File: src/rtl/ysyx_25040129_wb_sched.sv
// Writeback scheduler for the RV32E register file: arbitrates EXU/LSU writebacks onto
// the single regfile write port and stalls issue on RAW/WAW hazards via a busy scoreboard.
module ysyx_25040129_wb_sched #(
  parameter int REGS_DIG = 4,
  parameter int XLEN     = 32,
  parameter bit RR_EN    = 1'b1
) (
  input  logic                clk,
  input  logic                rst,
  input  logic                iss_valid,
  input  logic                iss_wb,
  input  logic [REGS_DIG-1:0] iss_rd,
  input  logic [REGS_DIG-1:0] iss_src1,
  input  logic [REGS_DIG-1:0] iss_src2,
  output logic                iss_stall,
  input  logic                exu_valid,
  output logic                exu_ready,
  input  logic [REGS_DIG-1:0] exu_rd,
  input  logic [XLEN-1:0]     exu_data,
  input  logic                lsu_valid,
  output logic                lsu_ready,
  input  logic [REGS_DIG-1:0] lsu_rd,
  input  logic [XLEN-1:0]     lsu_data,
  output logic [REGS_DIG-1:0] rd,
  output logic                reg_write,
  output logic [XLEN-1:0]     result
);

  localparam int NREGS = 1 << REGS_DIG;

  logic [NREGS-1:0] busy_r;
  logic [NREGS-1:0] busy_next_s;
  logic             rr_last_r;
  logic             exu_gnt_s;
  logic             lsu_gnt_s;
  logic             iss_fire_s;

  // Hazard check: x0 never stalls because busy_r[0] is held at zero
  always_comb begin
    iss_stall = 1'b0;
    if (iss_valid) begin
      iss_stall = busy_r[iss_src1] | busy_r[iss_src2] | (iss_wb & busy_r[iss_rd]);
    end else begin
      iss_stall = 1'b0;
    end
  end

  assign iss_fire_s = iss_valid & ~iss_stall & iss_wb & (iss_rd != {REGS_DIG{1'b0}});

  // Writeback arbitration; rr_last_r=1 means LSU won last, so EXU goes next
  always_comb begin
    exu_gnt_s = 1'b0;
    lsu_gnt_s = 1'b0;
    if (exu_valid && lsu_valid) begin
      if (RR_EN) begin
        exu_gnt_s = rr_last_r;
        lsu_gnt_s = ~rr_last_r;
      end else begin
        lsu_gnt_s = 1'b1;
      end
    end else if (exu_valid) begin
      exu_gnt_s = 1'b1;
    end else if (lsu_valid) begin
      lsu_gnt_s = 1'b1;
    end else begin
      exu_gnt_s = 1'b0;
      lsu_gnt_s = 1'b0;
    end
  end

  assign exu_ready = exu_gnt_s;
  assign lsu_ready = lsu_gnt_s;

  // Scoreboard next state: an issue set on the same edge as a commit clear wins
  always_comb begin
    busy_next_s    = {NREGS{1'b0}};
    for (int i = 1; i < NREGS; i++) begin
      busy_next_s[i] = (iss_fire_s && (iss_rd == REGS_DIG'(i))) |
                       (busy_r[i] & ~(reg_write && (rd == REGS_DIG'(i))));
    end
  end

  // State, arbitration history and registered write port
  always_ff @(posedge clk or posedge rst) begin
    if (rst) begin
      busy_r    <= {NREGS{1'b0}};
      rr_last_r <= 1'b1;
      rd        <= {REGS_DIG{1'b0}};
      reg_write <= 1'b0;
      result    <= {XLEN{1'b0}};
    end else begin
      busy_r <= busy_next_s;
      if (exu_gnt_s) begin
        rr_last_r <= 1'b0;
        rd        <= exu_rd;
        result    <= exu_data;
        reg_write <= (exu_rd != {REGS_DIG{1'b0}});
      end else if (lsu_gnt_s) begin
        rr_last_r <= 1'b1;
        rd        <= lsu_rd;
        result    <= lsu_data;
        reg_write <= (lsu_rd != {REGS_DIG{1'b0}});
      end else begin
        reg_write <= 1'b0;
      end
    end
  end

endmodule

File: config.mk
export PLATFORM = sky130hd
export DESIGN_NAME = ysyx_25040129_wb_sched
export DESIGN_NICKNAME = d
export VERILOG_FILES = /design/src/rtl/ysyx_25040129_wb_sched.sv
export SDC_FILE = /design/constraint.sdc
export NUM_CORES = 1
export LEC_CHECK = 0
export CORE_MARGIN = 2
export CORE_UTILIZATION = 35
export DETAILED_ROUTE_END_ITERATION = 10
export PLACE_DENSITY = 0.71
export SLEW_MARGIN = 20
export SYNTH_ARGS = -nofsm -noshare
export SYNTH_HDL_FRONTEND = slang
export SYNTH_SLANG_ARGS = --single-unit
File: constraint.sdc
create_clock -name clk -period 2.4 [get_ports clk]
set_input_delay 0.48 -clock clk [delete_from_list [all_inputs] [get_ports clk]]
set_output_delay 0.48 -clock clk [all_outputs]
set_load 0.005 [all_outputs]
==> results of run 1 <==
registers in the layout, indices dropped and copies added, names as in the netlist:
| name | cells |
|---|---|
| busy_r | 15 |
| rd | 4 |
| reg_write | 1 |
| result | 32 |
| rr_last_r | 1 |
cells in the mapped netlist:
library cell / count / area (um^2)
sky130_fd_sc_hd__a221o_2: 1 / 11.3
sky130_fd_sc_hd__o41ai_1: 3 / 26.3
sky130_fd_sc_hd__o22ai_1: 41 / 257
sky130_fd_sc_hd__nand2b_1: 3 / 18.8
sky130_fd_sc_hd__a31oi_1: 4 / 25.0
sky130_fd_sc_hd__nand2_1: 7 / 26.3
sky130_fd_sc_hd__o21ai_0: 16 / 80.1
sky130_fd_sc_hd__dfrtp_1: 52 / 1300
sky130_fd_sc_hd__a221oi_1: 2 / 17.5
sky130_fd_sc_hd__or2_2: 2 / 12.5
sky130_fd_sc_hd__buf_4: 1 / 7.51
sky130_fd_sc_hd__and2b_2: 1 / 8.76
sky130_fd_sc_hd__nand3_2: 2 / 20.0
sky130_fd_sc_hd__dfstp_2: 1 / 26.3
sky130_fd_sc_hd__mux2_4: 1 / 15.0
sky130_fd_sc_hd__nor4_4: 1 / 21.3
sky130_fd_sc_hd__and2_1: 1 / 6.26
sky130_fd_sc_hd__buf_1: 1 / 3.75
sky130_fd_sc_hd__buf_2: 1 / 5.00
sky130_fd_sc_hd__nand3_1: 6 / 30.0
sky130_fd_sc_hd__nor2_1: 70 / 263
sky130_fd_sc_hd__mux2i_1: 8 / 80.1
sky130_fd_sc_hd__inv_1: 9 / 33.8
sky130_fd_sc_hd__or3b_2: 2 / 17.5
sky130_fd_sc_hd__o21bai_1: 1 / 7.51
sky130_fd_sc_hd__nor4_1: 2 / 12.5
sky130_fd_sc_hd__and3_1: 1 / 6.26
sky130_fd_sc_hd__nor2b_1: 3 / 18.8
sky130_fd_sc_hd__nand3b_1: 7 / 52.6
sky130_fd_sc_hd__buf_6: 1 / 11.3
sky130_fd_sc_hd__mux2_2: 3 / 33.8
sky130_fd_sc_hd__clkbuf_1: 12 / 45.0
sky130_fd_sc_hd__o21ai_1: 12 / 60.1
sky130_fd_sc_hd__and3b_1: 1 / 8.76
sky130_fd_sc_hd__o32a_2: 1 / 11.3
sky130_fd_sc_hd__mux4_2: 5 / 113
sky130_fd_sc_hd__a21boi_4: 1 / 18.8
sky130_fd_sc_hd__a21oi_1: 3 / 15.0
sky130_fd_sc_hd__o211ai_1: 1 / 7.51
repair_timing:
action / CTS / global route
endpoints found under the setup margin: 1 / 1
buffers inserted: 4 / 0
pin swaps: 8 / 0
hold endpoints to repair: 0 / 0
gates resized for setup: 40 / 1
metal layers:
metal | up-vias | global-route usage, % | share of wire, %
li1 | 1361 | - | -
met1 | 1321 | 24.5 | 39
met5 | - | 0 | 0
met2 | 105 | 37.7 | 51
met4 | 0 | 5.97 | 1.8
met3 | 13 | 6.83 | 8.5
metrics by stage:
stage          TNS, ps  hold WS [ps]  setup slack, ps
2_1_floorplan        0           499              104
3_3_place_gp     -3090           490             -896
3_5_place_dp     -3740           501             -933
4_1_cts          -46.2           522            -46.2
5_1_grt           -123           541             -123
6_report         -52.2           515            -52.2
placed cells by master, fill, tap and decap left out, types with 6 or more instances in the layout:
cell type and n:
sky130_fd_sc_hd__inv_1 8, sky130_fd_sc_hd__o22ai_1 39, sky130_fd_sc_hd__mux2i_1 6, sky130_fd_sc_hd__dfrtp_1 50
sky130_fd_sc_hd__o21ai_1 12, sky130_fd_sc_hd__nor2_1 70, sky130_fd_sc_hd__nand2_1 7, sky130_fd_sc_hd__clkdlybuf4s50_1 120
sky130_fd_sc_hd__nand3b_1 7, sky130_fd_sc_hd__buf_6 6, sky130_fd_sc_hd__o21ai_0 16, sky130_fd_sc_hd__buf_4 26
sky130_fd_sc_hd__nand3_1 6
power groups by stage:
| stage | logic [mW] | registers, mW | clock network, mW |
|---|---|---|---|
| detailed placement | 1.16 | 1.28 | 0 |
| floorplan | 0.513 | 1.24 | 0 |
| global placement | 1.14 | 1.28 | 0 |
| global route | 1.38 | 1.29 | 0.541 |
| finish | 1.28 | 1.27 | 0.482 |
| CTS | 1.26 | 1.27 | 0.499 |
layout make-up:
cell class | count | share of cell area (%)
Clock buffer | 6 | 1.62
Clock inverter | 2 | 0.223
Inverter | 9 | 0.752
Multi-Input combinational cell | 212 | 30.5
Sequential cell | 53 | 29.6
Tap cell | 102 | 2.84
Timing Repair Buffer | 161 | 34.5
path summary, 6_finish.rpt:
path                            start          to  slack (ps)  depth (start not counted)
min reg2reg                result[22]  result[22]         510                          2
min in group asynchronous         rst   result[1]         540                          3
max in group asynchronous         rst   rr_last_r        1570                          3
min                        result[22]  result[22]         510                          2
max                         iss_rd[3]   iss_stall         -50                          6
max reg2reg                 busy_r[5]   busy_r[1]         460                          7
worst min-delay path, stage by stage, from the launching register on:
cell,delay [ps]
sky130_fd_sc_hd__dfrtp_1,350
sky130_fd_sc_hd__nor2_1,50
sky130_fd_sc_hd__nor2_1,80
logic make-up (layout without fill, tap and decap cells):
| kind of cell | count (synthesis) | in the layout | share of synthesized area, % |
|---|---|---|---|
| buffers and inverters | 25 | 178 | 3.89 |
| AO/OA/AOI/OAI | 86 | 86 | 19.6 |
| multiplexers | 17 | 17 | 8.83 |
| flip-flops | 53 | 53 | 48.5 |
| AND/OR/NAND/NOR | 109 | 109 | 19.1 |
==> run summary, run 1 <==
The detailed placement HPWL is about 6.7 mm. The end-of-flow core utilization is between 50% and 60%. TritonCTS built the clock tree. The leakage power summed over all cells came out at 1.83 nW. The number of H-tree levels came out at 2. The power per cell area came out at roughly 670 mW/mm^2. The worst relative slew slack is a little under three fifths. The largest net degree at the start of global routing is between 50 and 60. The part of the cycle the worst path needs is 102%.

During placement, the flow inserted port buffers numbering around 130. The die is between 90 and 100 um tall. The congestion estimate from routability-driven global placement came to ~0.89. The routed length per instance came out at 15.9 um. Summing all flip-flop and latch instances after layout gives about 0.0013 mm^2. The area of the die is 0.00854 mm^2. Setup repair after global routing could not meet its margin everywhere. The power share of the combinational group is between 40% and 50%. STA classifies the critical path endpoint as an output pin. The final clock skew came out at ~7.5 ps. The register clock-pin slew on the reported worst setup and hold paths came out at about 90 ps. The initial cell density of the core came out at a little over a third. The path class of the tightest hold or removal check is flip-flop to flip-flop.

The total count of hold-check failures in the final report came to 0. Counting along the longest clock path gives a buffer depth of 2. The delay contributed by the slowest stage of the critical path came out at 540 ps.

The total number of nets in the final design is 532. Hold repair after CTS inserted 0 buffers. The switching power of the nets is a little under 1 mW.

Grouping stages by cell kind, the critical path spends the most delay in buffers and inverters. Compared with the post-synthesis result, the final layout area differs by 64.2%. The CTS buffer count came out at 5. The footprint of the multi-input gates is 0.00137 mm^2. Before antenna repair, the detailed router went through 5 iterations. The tool flagged a number of max-cap violations equal to 0. The number of design rule violations left after detail routing is 0. The number of antenna-violating nets in the routed design came out at 0. The number of buffers and inverters on the critical path is 2. The repair_antennas step left the layout with diodes totalling 0. The number of core rows came out at 32. The count of placed standard cells including taps is 533.

Counting distinct cell types in the post-synthesis netlist gives 39. The checks that failed: negative setup slack. The CTS sink count is between 50 and 60. The post-synthesis area per instance is around 9.4 um^2. The run finished, with violations left. Dividing the detail-routed via count by the number of cells gives between 5 and 6. The total via count after detailed routing is between 2000 and 3000. The sequential area share after synthesis came out at between 40 and 50%.

The total power after layout came out at 3.03 mW. The total wire length came out at around 8.7 mm. For the finished layout, the period the worst path requires is between 2000 and 2500 ps.

The post-route netlist has around 17% of its cells at a drive strength greater than 1. The first-iteration detailed-routing DRC count came out at ~150. The total count of max-transition violations in the final report came out at 0. The category of the critical setup timing path is primary input to output pin.

The combined global-route utilization of all metal layers is 21.2%. Walking the worst path, the cells encountered are clkdlybuf4s50_1 -> a221o_2 -> a31oi_4 -> o211ai_1 -> and2_1 -> buf_2. In this run the count of I/O pins placed on the die edge is 130. Data on the critical path arrives at its endpoint at between 1500 and 2000 ps.

After synthesis the cells add up to 0.00274 mm^2. The number of antenna violations at the first check in global routing came out at 0. The clock root buffer master is sky130_fd_sc_hd__clkbuf_8. The switching share of power is between 30% and 40%. The cell area after layout is ~0.0045 mm^2.

Registers are responsible for a little over two fifths of the overall power. The number of standard cells after synthesis came out at 290. The insertion delay of the later-clocked pin in the worst-skew pair is 300 ps. The first global-routing pass estimated ~14 mm of wire. The synthesized design contains 53 register bits. The total of warnings raised by yosys came out at 0.

The number of filler instances in the final layout is 664. Across all setup checks in the final design, the least slack found is -52.2 ps. The number of global-route vias before repair came out at roughly 3000. In this run the worst path has a maximum fanout of 5. Across the VDD grid, the largest voltage drop is about 0.3 mV. Measured along the x axis, the die boundary spans around 90 um. The required time at the endpoint of the critical path is 1920 ps. On the critical path, the stage with the largest delay is an instance of sky130_fd_sc_hd__clkdlybuf4s50_1. The total overflow reported by the global router is 0.

The floorplan step defined a core boundary enclosing 0.00765 mm^2. The internal cell power came out at a little over 2 mW. The type of origin of the critical path is a primary input. The final count of negative-setup-slack endpoints is 1.

At the pin with the least slew margin, the transition time is 651 ps. Static timing analysis puts the maximum clock frequency at ~410 MHz. The area after detailed placement is between 0.004 and 0.005 mm^2.

The clock network fraction of total power came out at roughly 16%. The net count after synthesis is 380. The final standard cell count with taps included and fillers excluded came out at between 500 and 600.
(Power assumes the default switching activity.)
==> run 2, diff against run 1 <==
PLACE_DENSITY = 0.74   (was 0.71)
clock period = 2.2 ns   (was 2.4 ns; I/O delays follow)
==> run 2 against run 1 <==
Net effect:
- the run still ends with negative setup slack left
- worst hold slack worse by 63 ps
- sequential share of layout area down 0.26 points
- worst setup slack got worse by 160 ps
- final area up 0.70%
- critical path depth is the same
- register-to-register slack got worse by 240 ps
- sequential power up 8%
- die area is the same
- power rose by 11%
- clock skew rose by 1.3 ps
==> run summary, run 2 (synthesis results as in run 1) <==
Result of the run: finished, violations left (unchanged). Failing checks: negative setup slack (unchanged). The final standard cell count with taps included and fillers excluded came out at 549 (was 545). The combined global-route utilization of all metal layers is 20.4% (was 21.2%). The number of global-route vias before repair came out at 3050 (was 2992).

The number of core rows is 32 (unchanged). The clock tree from TritonCTS was done (unchanged). The CTS buffer count came out at 5 (unchanged).

The layout overhead on the synthesized area is 65.3% (was 64.2%). The global-route wire length before repair is 13.9 mm (was 14.4 mm). The slew at the pin closest to its max-slew limit came out at 654 ps (was 651 ps).

The number of antenna violations at the first check in global routing was 0 (unchanged). The largest net degree at the start of global routing is 38 (was 54). The vertical extent of the die came out at 92.4 um (unchanged). The path class of the lowest-slack min-delay path was primary input to async pin (was flip-flop to flip-flop). The routed length per instance is 15.8 um (was 15.9 um). The horizontal extent of the die was 92.4 um (unchanged).

The total wire length came to 8.70 mm (was 8.69 mm). The reg-to-reg startpoint was busy_r[4] (was busy_r[5]). The total number of nets in the final design is 537 (was 532).

The final count of negative-setup-slack endpoints is 1 (unchanged). The count of placed standard cells including taps came out at 540 (was 533). The final weighted congestion in routability-driven placement came to 0.866 (was 0.889).

Static timing analysis puts the maximum clock frequency at roughly 420 MHz. The sequential cell area is 0.00133 mm^2 (about the same). The iteration count of the initial detailed-routing pass was 4 (was 5). The vias per cell was 5.16 (was 5.14). The register name with the most flops was result (unchanged). Top library cells by usage in the layout, fill and taps aside: 120 x sky130_fd_sc_hd__clkdlybuf4s50_1, 70 x sky130_fd_sc_hd__nor2_1, 52 x sky130_fd_sc_hd__dfrtp_1 (was 120 x sky130_fd_sc_hd__clkdlybuf4s50_1, 70 x sky130_fd_sc_hd__nor2_1, 50 x sky130_fd_sc_hd__dfrtp_1).

The count of buffers inserted at the top-level ports came out at 129 (unchanged). The power per cell area came to 741 mW/mm^2 (was 675 mW/mm^2). The register clock-pin slew on the reported worst setup and hold paths came out at 100 ps (was 90 ps).

The commonest non-fill, non-tap cell in the layout was sky130_fd_sc_hd__clkdlybuf4s50_1 (unchanged). The final clock skew is 8.79 ps (was 7.46 ps). The first-iteration detailed-routing DRC count came out at 180 (was 147). The clock root buffer master is sky130_fd_sc_hd__clkbuf_8 (unchanged). The initial cell density of the core came out at 35.8% (unchanged). The number of diodes added for antenna fixing came to 0 (unchanged).

The worst ir drop on vdd came out at 0.433 mV (was 0.307 mV). The arrival time at the worst endpoint came out at 1970 ps (about the same). The setup slack on the worst flop-to-flop path came out at 220 ps (was 460 ps). The number of design rule violations left after detail routing came out at 0 (unchanged). The total overflow reported by the global router came out at 0 (unchanged). The worst slack at placement came out at -1010 ps (was -933 ps). The number of H-tree levels was 2 (unchanged). The insertion delay of the later-clocked pin in the worst-skew pair was 300 ps (about the same).

The reg-to-reg critical path endpoint is busy_r[1] (unchanged). The number of filler instances in the final layout is 662 (was 664). The required time at the endpoint of the critical path came out at 1760 ps (was 1920 ps).

The type of element capturing the critical path is an output pin (unchanged). The number of antenna-violating nets in the routed design came to 0 (unchanged). The area of the core is 0.00765 mm^2 (unchanged). The worst relative slew slack is 56.4% (was 56.6%). The count of boundary I/O pins came out at 130 (unchanged). The maximum fanout along the worst path was 4 (was 5). The flip-flop count of the largest register, all copies and words added came to 32 (unchanged). The area of the die is 0.00854 mm^2 (unchanged). The total via count after detailed routing is 2832 (was 2800). The part of the cycle the worst path needs came out at 109%.

The total count of max-transition violations in the final report is 0 (unchanged). The slack of the critical path is -209 ps (was -52.2 ps). The category of the critical setup timing path is flip-flop to output pin (was primary input to output pin). Top flop regs: result: 32 flops, busy_r: 15 flops, rd: 4 flops (unchanged). The number of maximum-capacitance constraint violations is 0 (unchanged). Unrepaired setup endpoints after global routing: true (unchanged).

The CTS sink count came out at 53 (unchanged). The largest buffer count on any clock path came out at 2 (unchanged). The final critical path time including I/O delays and setup is between 2000 and 2500 ps.

The worst reg-to-reg path cell count was 8 (was 7). The leakage power summed over all cells came out at 1.87 nW (was 1.83 nW). The layout cell share with drive strength beyond 1 came out at 16.8% (was 16.7%). The detailed placement HPWL is 6.90 mm (was 6.65 mm). The footprint of the multi-input gates is 0.00135 mm^2 (was 0.00137 mm^2).

The total count of hold-check failures in the final report came to 0 (unchanged). The type of origin of the critical path is a flip-flop (was primary input).
-- run 2: routing by layer --
metal | track usage, % | vias to the layer above | wire [um]
li1 | - | 1371 | -
met1 | 23.1 | 1331 | 3370
met2 | 36.9 | 121 | 4440
met3 | 6.51 | 9 | 803
met4 | 5.60 | 0 | 89
met5 | 0 | - | 0
-- run 2: worst max-delay path by stage --
stage                from        end  slack [ps]  cells after the start
2_1_floorplan   iss_rd[0]  iss_stall           7                      6
3_3_place_gp    iss_rd[0]  iss_stall        -970                      7
3_5_place_dp    iss_rd[0]  iss_stall       -1010                      7
4_1_cts        busy_r[12]  iss_stall        -220                      6
5_1_grt         busy_r[1]  iss_stall        -270                      6
6_report        busy_r[1]  iss_stall        -210                      6
-- run 2: layout make-up --
class                      instances  area share [%]
timing repair buffer             166            34.8
multi-input combinational        212            29.9
sequential                        53            29.4
tap                              102            2.82
clock buffer                       5            1.52
clock inverter                     2           0.775
inverter                           9           0.747
-- run 2: where the power goes --
part	switching (mW)	internal, mW	leakage [nW]	total, mW
registers	0.178	1.19	0.614	1.37
logic	0.543	0.807	1.21	1.35
clock network	0.301	0.331	0.0540	0.632
total	1.02	2.33	1.87	3.35
-- run 2: timing repair --
item                                    4_1_cts  5_1_grt
hold buffers                                  0        0
pin swaps                                     7        5
setup buffers                                 2        0
resized for setup                            23        7
endpoints found under the setup margin       16        1
-- run 2: metrics by stage --
| step | utilization [%] | TNS (ps) | instance area [um^2] | hold WS (ps) | total power [mW] |
|---|---|---|---|---|---|
| 2_1_floorplan | - | 0 | 2740 | 499 | 1.91 |
| 3_3_place_gp | 57.0 | -5490 | 4360 | 491 | 2.65 |
| 3_5_place_dp | 57.0 | -6290 | 4360 | 504 | 2.69 |
| 4_1_cts | 58.7 | -223 | 4490 | 455 | 3.35 |
| 5_1_grt | 59.1 | -272 | 4520 | 475 | 3.53 |
| 6_report | 59.1 | -209 | 4520 | 451 | 3.35 |
-- run 2: critical path: stages, from the launching register on --
cell                       delay, ps
sky130_fd_sc_hd__dfrtp_1         460
sky130_fd_sc_hd__mux2_2          290
sky130_fd_sc_hd__a221o_2         360
sky130_fd_sc_hd__a31oi_4         180
sky130_fd_sc_hd__o211ai_1        110
sky130_fd_sc_hd__and2_1          160
sky130_fd_sc_hd__buf_2           120
==> run 3, diff against run 2 <==
CORE_MARGIN = 3   (was 2)
PLACE_DENSITY = 0.85   (was 0.74)
==> run 3 against run 2 <==
Net effect:
- the flow still finishes with violations (negative setup slack)
- wire length up 3.7%
- via count rose by 1.4%
- critical path depth unchanged
- critical endpoint unchanged
- largest cell class unchanged
- largest power group unchanged
==> run summary, run 3 (synthesis results as in run 1) <==
Result of the run: finished, violations left (unchanged). Failing checks: negative setup slack (unchanged). The part of the cycle the worst path needs is 110% (was 109%). The register name with the most flops is result (unchanged). The slack of the critical path is -221 ps (was -209 ps). The vertical extent of the die is 94.4 um (was 92.4 um). The first-iteration detailed-routing DRC count is 157 (was 180). The required time at the endpoint of the critical path is 1760 ps (about the same).

The CTS buffer count is 5 (unchanged). The total count of hold-check failures in the final report is 0 (unchanged). The category of the critical setup timing path is flip-flop to output pin (unchanged).

The setup slack on the worst flop-to-flop path came out at 260 ps (was 220 ps). The number of maximum-capacitance constraint violations came out at 0 (unchanged). The count of placed standard cells including taps came out at 534 (was 540).

The number of antenna-violating nets in the routed design came out at 0 (unchanged). The arrival time at the worst endpoint came out at 1980 ps (was 1970 ps). The flip-flop count of the largest register, all copies and words added is 32 (unchanged). The initial cell density of the core came out at 36.9% (was 35.8%). The area after detailed placement came out at 0.00433 mm^2 (was 0.00436 mm^2). The number of core rows came out at 31 (was 32). The final critical path time including I/O delays and setup is 2420 ps (was 2410 ps). The worst reg-to-reg path cell count is 7 (was 8). The number of buffers and inverters on the critical path is 1 (unchanged).

The final weighted congestion in routability-driven placement is 0.957 (was 0.866). The hold buffer count at CTS is 0 (unchanged). The number of antenna violations at the first check in global routing came out at 0 (unchanged). The path class of the lowest-slack min-delay path is primary input to async pin (unchanged). The leakage power summed over all cells came out at 1.85 nW (was 1.87 nW).

The type of element capturing the critical path was an output pin (unchanged). The insertion delay of the later-clocked pin in the worst-skew pair was 300 ps (about the same). The launch point of the worst path is busy_r[7] (was busy_r[1]). The power per cell area is 764 mW/mm^2 (was 741 mW/mm^2). The family with the most delay on the worst path is multiplexers (was compound AO/OA/AOI/OAI gates). The routed length per instance was 16.6 um (was 15.8 um). The highest clock frequency the design can meet was 413 MHz (was 415 MHz).

The final standard cell count with taps included and fillers excluded came out at 544 (was 549). The count of buffers inserted at the top-level ports came out at 129 (unchanged). The layout overhead on the synthesized area is 63.8% (was 65.3%).

The sum of negative setup slack came to -221 ps (was -209 ps). The total wire length is 9.02 mm (was 8.70 mm). The largest net degree at the start of global routing is 54 (was 38). The number of design rule violations left after detail routing came out at 0 (unchanged). The area of the core was 0.00741 mm^2 (was 0.00765 mm^2). The vias per cell came out at 5.28 (was 5.16). The worst slack at placement was -992 ps (was -1010 ps). Cell Chain, Critical Path: mux4_2 -> mux2_4 -> a21boi_4 -> o211ai_1 -> and2_1 -> buf_2 (was mux2_2 -> a221o_2 -> a31oi_4 -> o211ai_1 -> and2_1 -> buf_2). The horizontal extent of the die is 94.4 um (was 92.4 um). The area of the die came out at 0.00891 mm^2 (was 0.00854 mm^2). The reg-to-reg critical path endpoint is busy_r[3] (was busy_r[1]). The slew at the pin closest to its max-slew limit is 631 ps (was 654 ps). Unrepaired setup endpoints after global routing: true (unchanged). The detailed placement HPWL is 7.10 mm (was 6.90 mm). The total via count after detailed routing came out at 2872 (was 2832). The commonest non-fill, non-tap cell in the layout is sky130_fd_sc_hd__clkdlybuf4s50_1 (unchanged). The number of global-route vias before repair came to 3100 (was 3050).

The global-route wire length before repair came out at 14.7 mm (was 13.9 mm). The final clock skew came out at 8.06 ps (was 8.79 ps). The type of origin of the critical path is a flip-flop (unchanged).

The layout cell share with drive strength beyond 1 came out at 16.0% (was 16.8%). Top flop regs: result: 32 flops, busy_r: 15 flops, rd: 4 flops (unchanged). The reg-to-reg startpoint is busy_r[7] (was busy_r[4]).

The iteration count of the initial detailed-routing pass is 4 (unchanged). The count of boundary I/O pins is 130 (unchanged). The CTS sink count came out at 53 (unchanged).

The combined global-route utilization of all metal layers came to 21.2% (was 20.4%). The total overflow reported by the global router is 0 (unchanged). The number of diodes added for antenna fixing is 0 (unchanged). The number of H-tree levels is 2 (unchanged). The worst relative slew slack came out at 57.9% (was 56.4%). The final count of negative-setup-slack endpoints came out at 1 (unchanged). Top library cells by usage in the layout, fill and taps aside: 121 x sky130_fd_sc_hd__clkdlybuf4s50_1, 70 x sky130_fd_sc_hd__nor2_1, 51 x sky130_fd_sc_hd__dfrtp_1 (was 120 x sky130_fd_sc_hd__clkdlybuf4s50_1, 70 x sky130_fd_sc_hd__nor2_1, 52 x sky130_fd_sc_hd__dfrtp_1). The largest buffer count on any clock path is 2 (unchanged). The worst ir drop on vdd is 0.410 mV (was 0.433 mV). The total count of max-transition violations in the final report came to 0 (unchanged). The total number of nets in the final design came out at 534 (was 537). The cell area after layout came out at 0.00448 mm^2 (was 0.00452 mm^2).

The maximum fanout along the worst path came out at 3 (was 4). The clock tree from TritonCTS is done (unchanged). The delay contributed by the slowest stage of the critical path is 470 ps (was 460 ps).

The register clock-pin slew on the reported worst setup and hold paths is 90 ps (was 100 ps). The highest-delay cell along the critical path is sky130_fd_sc_hd__mux4_2 (was sky130_fd_sc_hd__dfrtp_1). The clock root buffer master is sky130_fd_sc_hd__clkbuf_8 (unchanged).
==> run 3: how the worst max path moves through the flow <==
| stage | to | cells after the start |
|---|---|---|
| 3_3_place_gp | iss_stall | 7 |
| 6_report | iss_stall | 6 |
| 2_1_floorplan | iss_stall | 6 |
| 3_5_place_dp | iss_stall | 7 |
| 4_1_cts | iss_stall | 6 |
| 5_1_grt | iss_stall | 6 |
==> run 3: what timing repair did <==
action	CTS	global route
pin swaps	6	1
endpoints found under the setup margin	4	1
buffers inserted	2	0
gates cloned	0	0
gates resized for setup	20	1
==> run 3: cell type report <==
type | instances | area [um^2]
fill | 600 | 2930
sequential | 53 | 1330
multi-input combinational | 212 | 1330
tap | 99 | 124
clock buffer | 7 | 86.3
clock inverter | 1 | 30.0
inverter | 9 | 33.8
timing repair buffer | 163 | 1550
==> run 3: metrics by stage <==
stage	util [%]	total power, mW	hold WS [ps]
after global placement	58.5	2.67	491
after CTS	60.5	3.44	523
after global routing	60.5	3.63	548
after floorplan	-	1.91	499
after detailed placement	58.5	2.73	503
final	60.5	3.42	513
==> run 3: tightest hold or removal path, stage by stage <==
cell,delay (ps)
sky130_fd_sc_hd__clkdlybuf4s50_1,430
sky130_fd_sc_hd__inv_2,80
sky130_fd_sc_hd__buf_12,250
==> run 3: routing by layer <==
metal  share of wire [%]  routed length, um  track usage [%]  vias to the layer above
met4                 1.2                110             5.66                        0
met5                   0                  0                0                        -
li1                    -                  -                -                     1366
met3                 7.8                701             5.26                       10
met2                  52               4670             38.3                      131
met1                  39               3540             24.9                     1365
==> run 3: where the power goes <==
| group | total [mW] | switching (mW) | leakage, nW | internal, mW |
|---|---|---|---|---|
| clock | 0.680 | 0.309 | 0.0585 | 0.371 |
| sequential | 1.39 | 0.194 | 0.613 | 1.19 |
| combinational | 1.36 | 0.547 | 1.18 | 0.809 |
| total | 3.42 | 1.05 | 1.85 | 2.37 |
